File: src/rtl/id_hazard_scoreboard.sv
// Decode-stage register scoreboard: per-register pending countdowns, stall request and prioritised operand forwarding.
// Optional stall statistics counter enabled by defining SCOREBOARD_STATS_EN.
module id_hazard_scoreboard #(
    parameter int NREG    = 32,
    parameter int AW      = 5,
    parameter int DW      = 32,
    parameter int NFWD    = 3,
    parameter int MAX_LAT = 7,
    parameter int LW      = 3
) (
    input  logic                       clk,
    input  logic                       rst,
    input  logic                       flush,
    input  logic                       pipe_hold,
    input  logic                       issue_valid,
    input  logic [AW-1:0]              issue_waddr,
    input  logic [LW-1:0]              issue_lat,
    input  logic [AW-1:0]              rs_addr,
    input  logic [AW-1:0]              rt_addr,
    input  logic                       rs_use,
    input  logic                       rt_use,
    input  logic [DW-1:0]              rf_rdata1,
    input  logic [DW-1:0]              rf_rdata2,
    input  logic [NFWD*(1+AW+DW)-1:0]  fwd_bus,
    output logic [DW-1:0]              rs_data,
    output logic [DW-1:0]              rt_data,
    output logic                       stallreq,
    output logic                       busy,
    output logic [31:0]                stall_cycles
);

    localparam int EW = 1 + AW + DW;

    logic [NREG-1:0] pending;
    logic [LW-1:0]   cnt [NREG];
    logic            issue_accept;
    logic [LW-1:0]   lat_eff;
    logic            rs_hit;
    logic            rt_hit;

    assign rs_hit   = rs_use & (rs_addr != '0) & pending[rs_addr];
    assign rt_hit   = rt_use & (rt_addr != '0) & pending[rt_addr];
    assign stallreq = rs_hit | rt_hit;
    assign busy     = |pending;

    assign issue_accept = issue_valid & ~stallreq & ~pipe_hold & ~flush & (issue_waddr != '0);
    // Defensive clamp; the latency field is sized so this never engages in practice.
    assign lat_eff = (issue_lat > LW'(MAX_LAT)) ? LW'(MAX_LAT) : issue_lat;

    always_ff @(posedge clk or negedge rst) begin
        if (!rst) begin
            pending <= '0;
            for (int r = 0; r < NREG; r++) cnt[r] <= '0;
        end else if (flush) begin
            pending <= '0;
            for (int r = 0; r < NREG; r++) cnt[r] <= '0;
        end else if (!pipe_hold) begin
            pending[0] <= 1'b0;
            cnt[0]     <= '0;
            for (int r = 1; r < NREG; r++) begin
                // A younger issue to the same register overrides its running countdown.
                if (issue_accept && (issue_waddr == AW'(r))) begin
                    cnt[r]     <= lat_eff;
                    pending[r] <= (lat_eff != '0);
                end else if (cnt[r] != '0) begin
                    cnt[r]     <= cnt[r] - LW'(1);
                    pending[r] <= (cnt[r] != LW'(1));
                end
            end
        end
    end

    function automatic logic [DW-1:0] resolve(input logic [AW-1:0] addr,
                                              input logic [DW-1:0] rf,
                                              input logic [NFWD*EW-1:0] bus);
        logic [DW-1:0] val;
        logic [EW-1:0] entry;
        val = rf;
        // Walk oldest to youngest so the lowest-index match is the one left standing.
        for (int i = NFWD - 1; i >= 0; i--) begin
            entry = bus[i*EW +: EW];
            if (entry[EW-1] && (entry[DW +: AW] == addr)) val = entry[DW-1:0];
        end
        if (addr == '0) val = '0;
        return val;
    endfunction

    assign rs_data = resolve(rs_addr, rf_rdata1, fwd_bus);
    assign rt_data = resolve(rt_addr, rf_rdata2, fwd_bus);

`ifdef SCOREBOARD_STATS_EN
    logic [31:0] stat_q;

    always_ff @(posedge clk or negedge rst) begin
        if (!rst) begin
            stat_q <= '0;
        end else if (stallreq && !pipe_hold && (stat_q != 32'hFFFF_FFFF)) begin
            stat_q <= stat_q + 32'd1;
        end
    end

    assign stall_cycles = stat_q;
`else
    assign stall_cycles = 32'd0;
`endif

endmodule

File: config.mk
export PLATFORM = sky130hd
export DESIGN_NAME = id_hazard_scoreboard
export DESIGN_NICKNAME = d
export VERILOG_FILES = /design/src/rtl/id_hazard_scoreboard.sv
export SDC_FILE = /design/constraint.sdc
export NUM_CORES = 1
export LEC_CHECK = 0
export BUFFER_PORTS_ARGS = -buffer_cell sky130_fd_sc_hd__buf_2
export CORE_MARGIN = 8
export CORE_UTILIZATION = 40
export CTS_CLUSTER_DIAMETER = 50
export DETAILED_ROUTE_END_ITERATION = 8
export SYNTH_ARGS = -nofsm -noshare
export SYNTH_HDL_FRONTEND = slang
export SYNTH_SLANG_ARGS = --single-unit
File: constraint.sdc
create_clock -name clk -period 4 [get_ports clk]
set_clock_uncertainty 0.15 [all_clocks]
set_input_delay 0.6 -clock clk [delete_from_list [all_inputs] [get_ports clk]]
set_output_delay 0.6 -clock clk [all_outputs]
set_load 0.02 [all_outputs]
* Word level (Yosys, flattened, before mapping)
Cells that the tools add are included.
** Word-level totals
- Memory bits (writable) :: 0
- ROM bits :: 0
- Output and inout port bits :: 98
- Bits in latches :: 0
- Register bits :: 125
- Memories kept :: 0
- Logic and storage cells :: 456
- Input bits :: 203
** Cells by class
- Divide/modulo/power cells :: 0
- Mux-type cells :: 141
- $mul :: 0
- Reductions and logical operators :: 137
- Bitwise logic cells :: 12
- Magnitude comparators :: 3
- Shifts and indexed selects :: 0
- Add/sub/neg operators :: 31
- Equality and inequality tests :: 69
** Operators by type and width (count)
- $mux 32 :: 10
- $mux 3 :: 63
- $reduce_bool 3->1 :: 63
- $mux 93 :: 2
- $ne 3x1->1 const B :: 31
- $sub 3x1->3 const B :: 31
- $eq 5x5->1 const B :: 16
- $mux 1 :: 64
- $reduce_and 2->1 :: 31
- $eq 5x4->1 const B :: 8
- $logic_and 1x1->1 :: 37
- $reduce_or 32->1 :: 1
- $eq 5x5->1 :: 6
- $eq 5x3->1 const B :: 4
- $reduce_bool 5->1 :: 3
- $lt 5x6->1 const B :: 2
- $bmux 1 s5 :: 2
- $eq 5x2->1 const B :: 2
- $logic_not 5->1 :: 2
- $and 1x1->1 :: 8
- $eq 5x1->1 const B :: 1
- $gt 3x3->1 const B :: 1
- $not 1->1 :: 3
- $ne 2x2->1 const B :: 1
- $or 1x1->1 :: 1

* Longest topological paths before layout
Gate-level depths: netlist (run 1).
- Depth in word-level cells :: 13
- Gate-level depth with buffers :: 11

* Least setup slack after synthesis (run 1)
No wires, ideal clock.
- Path type :: input port to output port
- From :: input port rt_addr[2]
- To :: output port rt_data[10]
- Stages :: 10
- Path slack :: 653 ps
- Data arrival time :: 2597 ps
- Path through :: clkbuf_1 > xor2_1 > nor4_1 > and3_1 > clkbuf_1 > buf_2 > mux2i_1 > a211oi_1 > a21oi_1 > nor2_1
** Between the ends
- Cells in the longest elaborated chain, start to end :: 6
- Elaborated cells between the ends (all ways) :: 11
- Those cells by class :: 3 x eq/ne; 4 x mux; 4 x reduce/logical
** RTL lines
- start, declared :: line 19 : input logic [AW-1:0] rt_addr,
- $eq 5x5->1 :: line 82 : if (entry[EW-1] && (entry[DW +: AW] == addr)) val = entry[DW-1:0];
- $logic_and 1x1->1 :: line 82
- $mux 32 (3 in series) :: line 82
- $mux 32 * :: line 84 : if (addr == '0) val = '0;
- end, declared :: line 26 : output logic [DW-1:0] rt_data,
Mark *: on every way between the ends. The rest lies on a longest branch, timed or not.

* Worst setup path after layout (run 1)
- From :: input port rs_addr[0]
- To :: output port stallreq
** Between the ends
- Cells in the longest elaborated chain, start to end :: 4
- Elaborated cells between the ends (all ways) :: 6
- Those cells by class :: 2 x mux; 3 x bitwise; 1 x reduce/logical
** RTL lines
- start, declared :: line 18 : input logic [AW-1:0] rs_addr,
- $bmux 1 s5 / $reduce_bool 5->1 (equally long branches) :: line 41 : assign rs_hit = rs_use & (rs_addr != '0) & pending[rs_addr];
- $mux 1 (implied by the code) / $and 1x1->1 (equally long branches) :: line 41
- $and 1x1->1 * :: line 41
- $or 1x1->1 * :: line 43 : assign stallreq = rs_hit | rt_hit;
- end, declared :: line 27 : output logic stallreq,
Mark *: on every way between the ends. The rest lies on a longest branch, timed or not. The select of a mux whose other input is x is not followed.

==> summary.txt, run 1 <==
GRT
  • Vias in the first global route: 12,000
  • Initial antenna violation count: 1
  • Gr usage total: 0.228
  • Total grt overflow: 0
  • First-pass GRT wire length: between 60 and 70 mm
  • Largest net degree at the start of global routing: 79

Synthesis
  • Synth unique cells: 65
  • Synth warn: 0
  • Mapped Area: 12,500 sq um
  • Seq/Total Area, Yosys: 0.248
  • Synth top area share: 0.248
  • Post-Syn Instances: roughly 1,500
  • Top FF cell, synth: dfrtp_1
  • Post-synth top area cell: dfrtp_1
  • Avg Synthesized Cell Area: between 8 and 9 sq um
  • Share of synthesized registers carrying an async set or reset: 1.00
  • EDFF count, synth: 0
  • Synth top area cells: dfrtp_1, ha_1, a211oi_1
  • Post-synthesis register bit count: between 100 and 150

Critical path
  • Worst setup path end: stallreq
  • FF-to-FF End: cnt[45]$_DFFE_PN0P_
  • Critical Path Start Type: primary input
  • Reg2reg setup slack: just over 1 ns
  • CP cell instances: buf_2, mux2i_1, a211o_1, or4_4, a31oi_4, nor2_1, inv_1, buf_2
  • Setup crit end kind: primary output
  • Crit path max-delay family: compound AO/OA/AOI/OAI gates
  • CP arrival: ~2.8 ns
  • Worst path most repeated cell: buf_2
  • Crit. path cell count: 8
  • Cell count of the worst reg-to-reg path: 8
  • CP Class: primary input to primary output
  • Crit path buf inv count: 3
  • CP peak stage delay: roughly 0.50 ns
  • RR Startpoint: pending[31]$_DFFE_PN0P_
  • Crit Path Max Fanout: 17
  • Critical Path Start: rs_addr[0]
  • Slowest cell on crit path: or4_4
  • CP Data Required Time: 3.25 ns

Routing
  • DRT antenna net count: 0
  • Wire per inst: ~21 um
  • # DRC: 0
  • DR vias: 12,400
  • TritonRoute pass-1 iters: 5
  • Via-per-instance ratio: 5.82
  • Initial drt markers: between 700 and 800
  • Final WL: around 45 mm

Power
  • Final Power: roughly 7.3 mW
  • Pleak: approximately 6.6 nW
  • Power Dens Cells: 495 nW/um^2
  • Worst vdd ir: ~320 uV

Layout
  • Filler cell count: ~3,000
  • Design area: approximately 15,000 sq um
  • Area growth, synth to finish: 18.0%
  • Fraction of layout cells with a size suffix above 1: 0.234
  • Final Util: 0.473
  • Nets: ~2,000

STA
  • Setup TNS: 0 ns
  • Least-Margin Pin Slew: ~1.1 ns
  • Max Freq: around 280 MHz
  • Final period util: 0.888
  • Hold WS: between 0.03 and 0.04 ns
  • Setup-violating endpoint count in the final report: 0
  • Slew Viols, Final: 0
  • Unrepaired setup endpoints after global routing: false
  • Fin. Hold Viols: 0
  • Min Tclk post-route: approximately 3.6 ns
  • Worst slew margin: 0.265

CTS
  • Clock slew seen by the registers of the worst setup and hold paths: 0.06 ns
  • CTS Buf Count: 17
  • Root Driver: clkbuf_16
  • Worst-Skew Late Latency: 0.42 ns
  • TritonCTS clock tree: done
  • Clock Tree Buf Depth: 2
  • Htree depth: 4
  • Post-CTS resize count: 0
  • Sink Count: between 100 and 150
  • Hold Buf Count CTS: 0
  • Post CTS Setup Buffer Count: 0

Die
  • Die W: about 190 um
  • Chip height: 193 um
  • Initial Util: 0.401
  • Floorplan core area: about 31,000 sq um
  • Row Count: between 60 and 70
  • IO Count: roughly 300
  • DIE AREA: about 37,000 sq um

Place
  • Gpl congestion: 0.891
  • Cell area after placement: 14,100 sq um
  • Dpl hpwl: between 30 and 40 mm
  • Input/output buffers: ~270

Min path
  • Worst hold path type: primary input to asynchronous set/reset pin

Outcome
  • Status: complete, no violations

Job
  • Max_cap viols: 0
==> layer usage <==
metal / vias up / global-route usage / routed length, um
li1: 5887 / - / -
met1: 6008 / 0.291 / 19000
met2: 403 / 0.385 / 21700
met3: 63 / 0.0397 / 2820
met4: 2 / 0.0787 / 1080
met5: - / 0 / 12
==> layout by cell type, fill, tap and decap left out, types with 5 or more instances in the layout <==
cell type / instances
a2111oi_0: 5
a211oi_1: 125
a21boi_0: 8
a21o_1: 15
a21oi_1: 123
a221o_1: 24
a22oi_1: 13
a31oi_1: 17
and2_1: 8
and3_1: 8
buf_12: 10
buf_2: 267
buf_4: 19
bufinv_16: 5
clkbuf_16: 17
conb_1: 32
dfrtp_1: 124
ha_1: 93
inv_1: 106
mux2_2: 11
mux2i_1: 87
mux4_2: 10
nand2_1: 69
nand2b_1: 15
nand3_1: 9
nand4_2: 6
nand4b_4: 10
nor2_1: 170
nor2b_1: 14
nor3_1: 71
nor3b_1: 29
nor4_1: 24
o21ai_0: 36
o21ai_1: 5
o221ai_1: 35
xnor2_1: 6
xor2_1: 24
==> per-stage QoR <==
stage	instances	setup slack [ns]
floorplan	1532	0.653
global placement	2093	0.433
detailed placement	2093	0.398
CTS	2125	0.405
global route	2125	0.281
finish	2126	0.449
==> cells by family (layout without fill, tap and decap cells) <==
group	Yosys count	in the layout	synth area share
muxes	108	108	0.0974
other	1	33	0.000299
buffers and inverters	245	436	0.0921
AOI/OAI and AO/OA	433	433	0.243
adders and majority gates	93	93	0.0929
and+or+nand+nor	467	467	0.205
xor gates and xnor gates	30	30	0.0210
DFF	124	124	0.248
==> worst reg2reg max path: cells and delay by family, from the launching register on <==
| kind | cells | cell delay (ns) |
|---|---|---|
| AOI/OAI and AO/OA | 4 | 0.88 |
| muxes | 2 | 0.78 |
| DFF | 1 | 0.47 |
| and+or+nand+nor | 1 | 0.28 |
| buffers and inverters | 1 | 0.24 |
==> flip-flops by register name, summed over array words and instances (netlist names) <==
signal / cells
pending: 31
cnt: 93
==> power breakdown <==
part           switching, mW  internal (mW)  total [mW]
combinational           1.81           1.43        3.24
sequential             0.554           1.74        2.30
clock                  0.627           1.14        1.77
==> how the worst min path moves through the flow <==
| stage | from | endpoint | slack, ns |
|---|---|---|---|
| CTS | rst | cnt[39]$_DFFE_PN0P_ | 0.06 |
| floorplan | rst | cnt[0]$_DFFE_PN0P_ | 0.15 |
| detailed placement | cnt[55]$_DFFE_PN0P_ | cnt[55]$_DFFE_PN0P_ | 0.34 |
| global route | rst | cnt[39]$_DFFE_PN0P_ | 0.08 |
| global placement | cnt[55]$_DFFE_PN0P_ | cnt[55]$_DFFE_PN0P_ | 0.34 |
| finish | rst | cnt[39]$_DFFE_PN0P_ | 0.04 |
==> cell usage after synthesis (29+ instances only) <==
| library cell | instances |
|---|---|
| nor2_1 | 173 |
| clkbuf_1 | 76 |
| a21oi_1 | 123 |
| dfrtp_1 | 124 |
| a211oi_1 | 125 |
| inv_1 | 106 |
| buf_4 | 32 |
| o221ai_1 | 35 |
| mux2i_1 | 87 |
| nor3_1 | 71 |
| o21ai_0 | 36 |
| nand2_1 | 69 |
| ha_1 | 93 |
| nor3b_1 | 29 |
==> layout make-up <==
cell class	instances	area (sq um)	share of cell area
multi-input cells	1163	8420	0.569
flip-flops and latches	124	3100	0.210
repair buffers	297	1690	0.114
well taps	402	503	0.0340
clock buffers	19	453	0.0306
inverters	107	402	0.0272
clock inverters	13	214	0.0145
diodes	1	2.50	0.000169
No activity file was read; power rests on OpenSTA's default activity.
==> run 2: changes to the inputs <==
--- a/config.mk
+++ b/config.mk
@@ -11,4 +11,5 @@
 export CTS_CLUSTER_DIAMETER = 50
 export DETAILED_ROUTE_END_ITERATION = 8
+export PLACE_DENSITY = 0.6
 export SYNTH_ARGS = -nofsm -noshare
 export SYNTH_HDL_FRONTEND = slang
==> constraint.sdc (replaced) <==
create_clock -name clk -period 4 [get_ports clk]
set_clock_uncertainty 0.15 [all_clocks]
set_input_delay 0.6 -clock clk [delete_from_list [all_inputs] [get_ports clk]]
set_output_delay 0.6 -clock clk [all_outputs]
set_load 0.01 [all_outputs]
==> run 2 against run 1 <==
Effect of this change:
- sequential cell count did not move
- hold slack got worse by 0.021 ns
- global-route usage fell by 0.19 points
- clock-buffer cell count fell by 2
- register-to-register slack got worse by 0.19 ns
- power fell by 3.7%
- sequential share of layout area rose by 0.080 points
- via count rose by 0.41%
- largest power group unchanged
==> summary.txt, run 2 (same netlist as run 1, synthesis figures left out) <==
Outcome
  • Status: complete, no violations

Critical path
  • RR Startpoint: pending[31]$_DFFE_PN0P_
  • Worst path most repeated cell: buf_2
  • CP cell instances: buf_2, mux2i_1, a211o_1, or4_4, a31oi_4, nor2_1, inv_1, buf_2
  • Crit. path cell count: 8
  • Slowest cell on crit path: or4_4
  • CP Data Required Time: ~3.3 ns
  • CP Class: primary input to primary output
  • Crit Path Max Fanout: 17
  • Cell count of the worst reg-to-reg path: 8
  • CP peak stage delay: around 0.5 ns
  • Crit path max-delay family: compound AO/OA/AOI/OAI gates
  • Critical Path Start: rt_addr[0]
  • Crit path buf inv count: 3
  • Critical Path Start Type: primary input
  • CP arrival: about 2.8 ns
  • Setup crit end kind: primary output

STA
  • Slew Viols, Final: 0
  • Least-Margin Pin Slew: slightly above 1 ns
  • Max Freq: 279 MHz
  • Hold WS: 0.0146 ns
  • Final period util: 0.895
  • Unrepaired setup endpoints after global routing: false
  • Min Tclk post-route: between 3 and 4 ns
  • Fin. Hold Viols: 0
  • Worst slew margin: 0.308
  • Setup TNS: 0 ns
  • Setup-violating endpoint count in the final report: 0

Die
  • IO Count: 301
  • Chip height: ~190 um
  • Die W: ~190 um
  • DIE AREA: 37,200 sq um
  • Floorplan core area: about 31,000 sq um
  • Row Count: 65
  • Initial Util: 0.401

CTS
  • Clock slew seen by the registers of the worst setup and hold paths: around 0.070 ns
  • Hold Buf Count CTS: 0
  • Sink Count: 124
  • Clock Tree Buf Depth: 2
  • Worst-Skew Late Latency: between 0.4 and 0.5 ns
  • Htree depth: 4
  • Post-CTS resize count: 0
  • Root Driver: clkbuf_16
  • Post CTS Setup Buffer Count: 0
  • CTS Buf Count: 17
  • TritonCTS clock tree: done

Place
  • Cell area after placement: between 10,000 and 15,000 sq um
  • Gpl congestion: between 0.8 and 0.9
  • Placed cell count: ~2,100
  • Input/output buffers: 268
  • Dpl hpwl: 32.3 mm

GRT
  • Gr usage total: 0.226
  • Vias in the first global route: roughly 12,000
  • First-pass GRT wire length: between 60 and 70 mm
  • Largest net degree at the start of global routing: 79
  • Initial antenna violation count: 2
  • Total grt overflow: 0

Layout
  • Nets: ~2,000
  • Fraction of layout cells with a size suffix above 1: 0.237
  • Max reg flops: 93
  • Filler cell count: 3,025
  • Post-route insts no fill: roughly 2,100
  • Design area: about 15,000 sq um
  • Largest regs: cnt x93, pending x31
  • Register name with the most flops: cnt
  • Most frequent cells in the layout: buf_2, nor2_1, a211oi_1
  • Most common cell after layout, fill and taps aside: buf_2
  • Area growth, synth to finish: 17.6%

Routing
  • Wire per inst: roughly 21 um
  • Initial drt markers: just under 800
  • DR vias: 12,400
  • DRT antenna net count: 0
  • Final WL: ~44 mm
  • # DRC: 0
  • TritonRoute pass-1 iters: 5
  • Via-per-instance ratio: approximately 5.8

Power
  • Pleak: roughly 6.6 nW
  • Power Dens Cells: 478 nW/um^2
  • Worst vdd ir: approximately 340 uV

Min path
  • Worst hold path type: primary input to asynchronous set/reset pin

Job
  • Max_cap viols: 0
run 2: report_power, final:
part | switching (mW) | internal, mW
clock | 0.642 | 0.926
combinational | 1.75 | 1.43
sequential | 0.545 | 1.74
run 2: worst paths after layout:
check / to / slack, ns
setup reg to reg: pending[1]$_DFFE_PN0P_ / 0.82
hold / removal: cnt[46]$_DFFE_PN0P_ / 0.01
hold reg to reg: cnt[55]$_DFFE_PN0P_ / 0.35
min in group clk: cnt[55]$_DFFE_PN0P_ / 0.35
setup / recovery: stallreq / 0.42
max in group asynchronous: cnt[57]$_DFFE_PN0P_ / 2.86
run 2: final cells by class:
type                    count  area, sq um  share of cell area
well taps                 402          503              0.0342
clock buffers              17          425              0.0289
repair buffers            305         1710               0.116
inverters                 107          402              0.0273
multi-input cells        1163         8420               0.571
diodes                      2         5.00            0.000340
flip-flops and latches    124         3100               0.211
clock inverters            15          160              0.0109
run 2: stage by stage:
stage | utilization | total power [mW] | setup WS [ns]
6_report | 0.472 | 7.04 | 0.422
4_1_cts | 0.471 | 7.05 | 0.410
3_5_place_dp | 0.453 | 5.45 | 0.257
3_3_place_gp | 0.453 | 5.37 | 0.307
5_1_grt | 0.471 | 7.63 | 0.309
2_1_floorplan | - | 4.55 | 0.776
run 2: layer usage:
metal  vias up  global-route usage  wire length, um
li1       5897                   -                -
met1      5945               0.288            18400
met2       475               0.372            20800
met3        93              0.0462             3660
met4         4              0.0908             1500
met5         -                   0               27
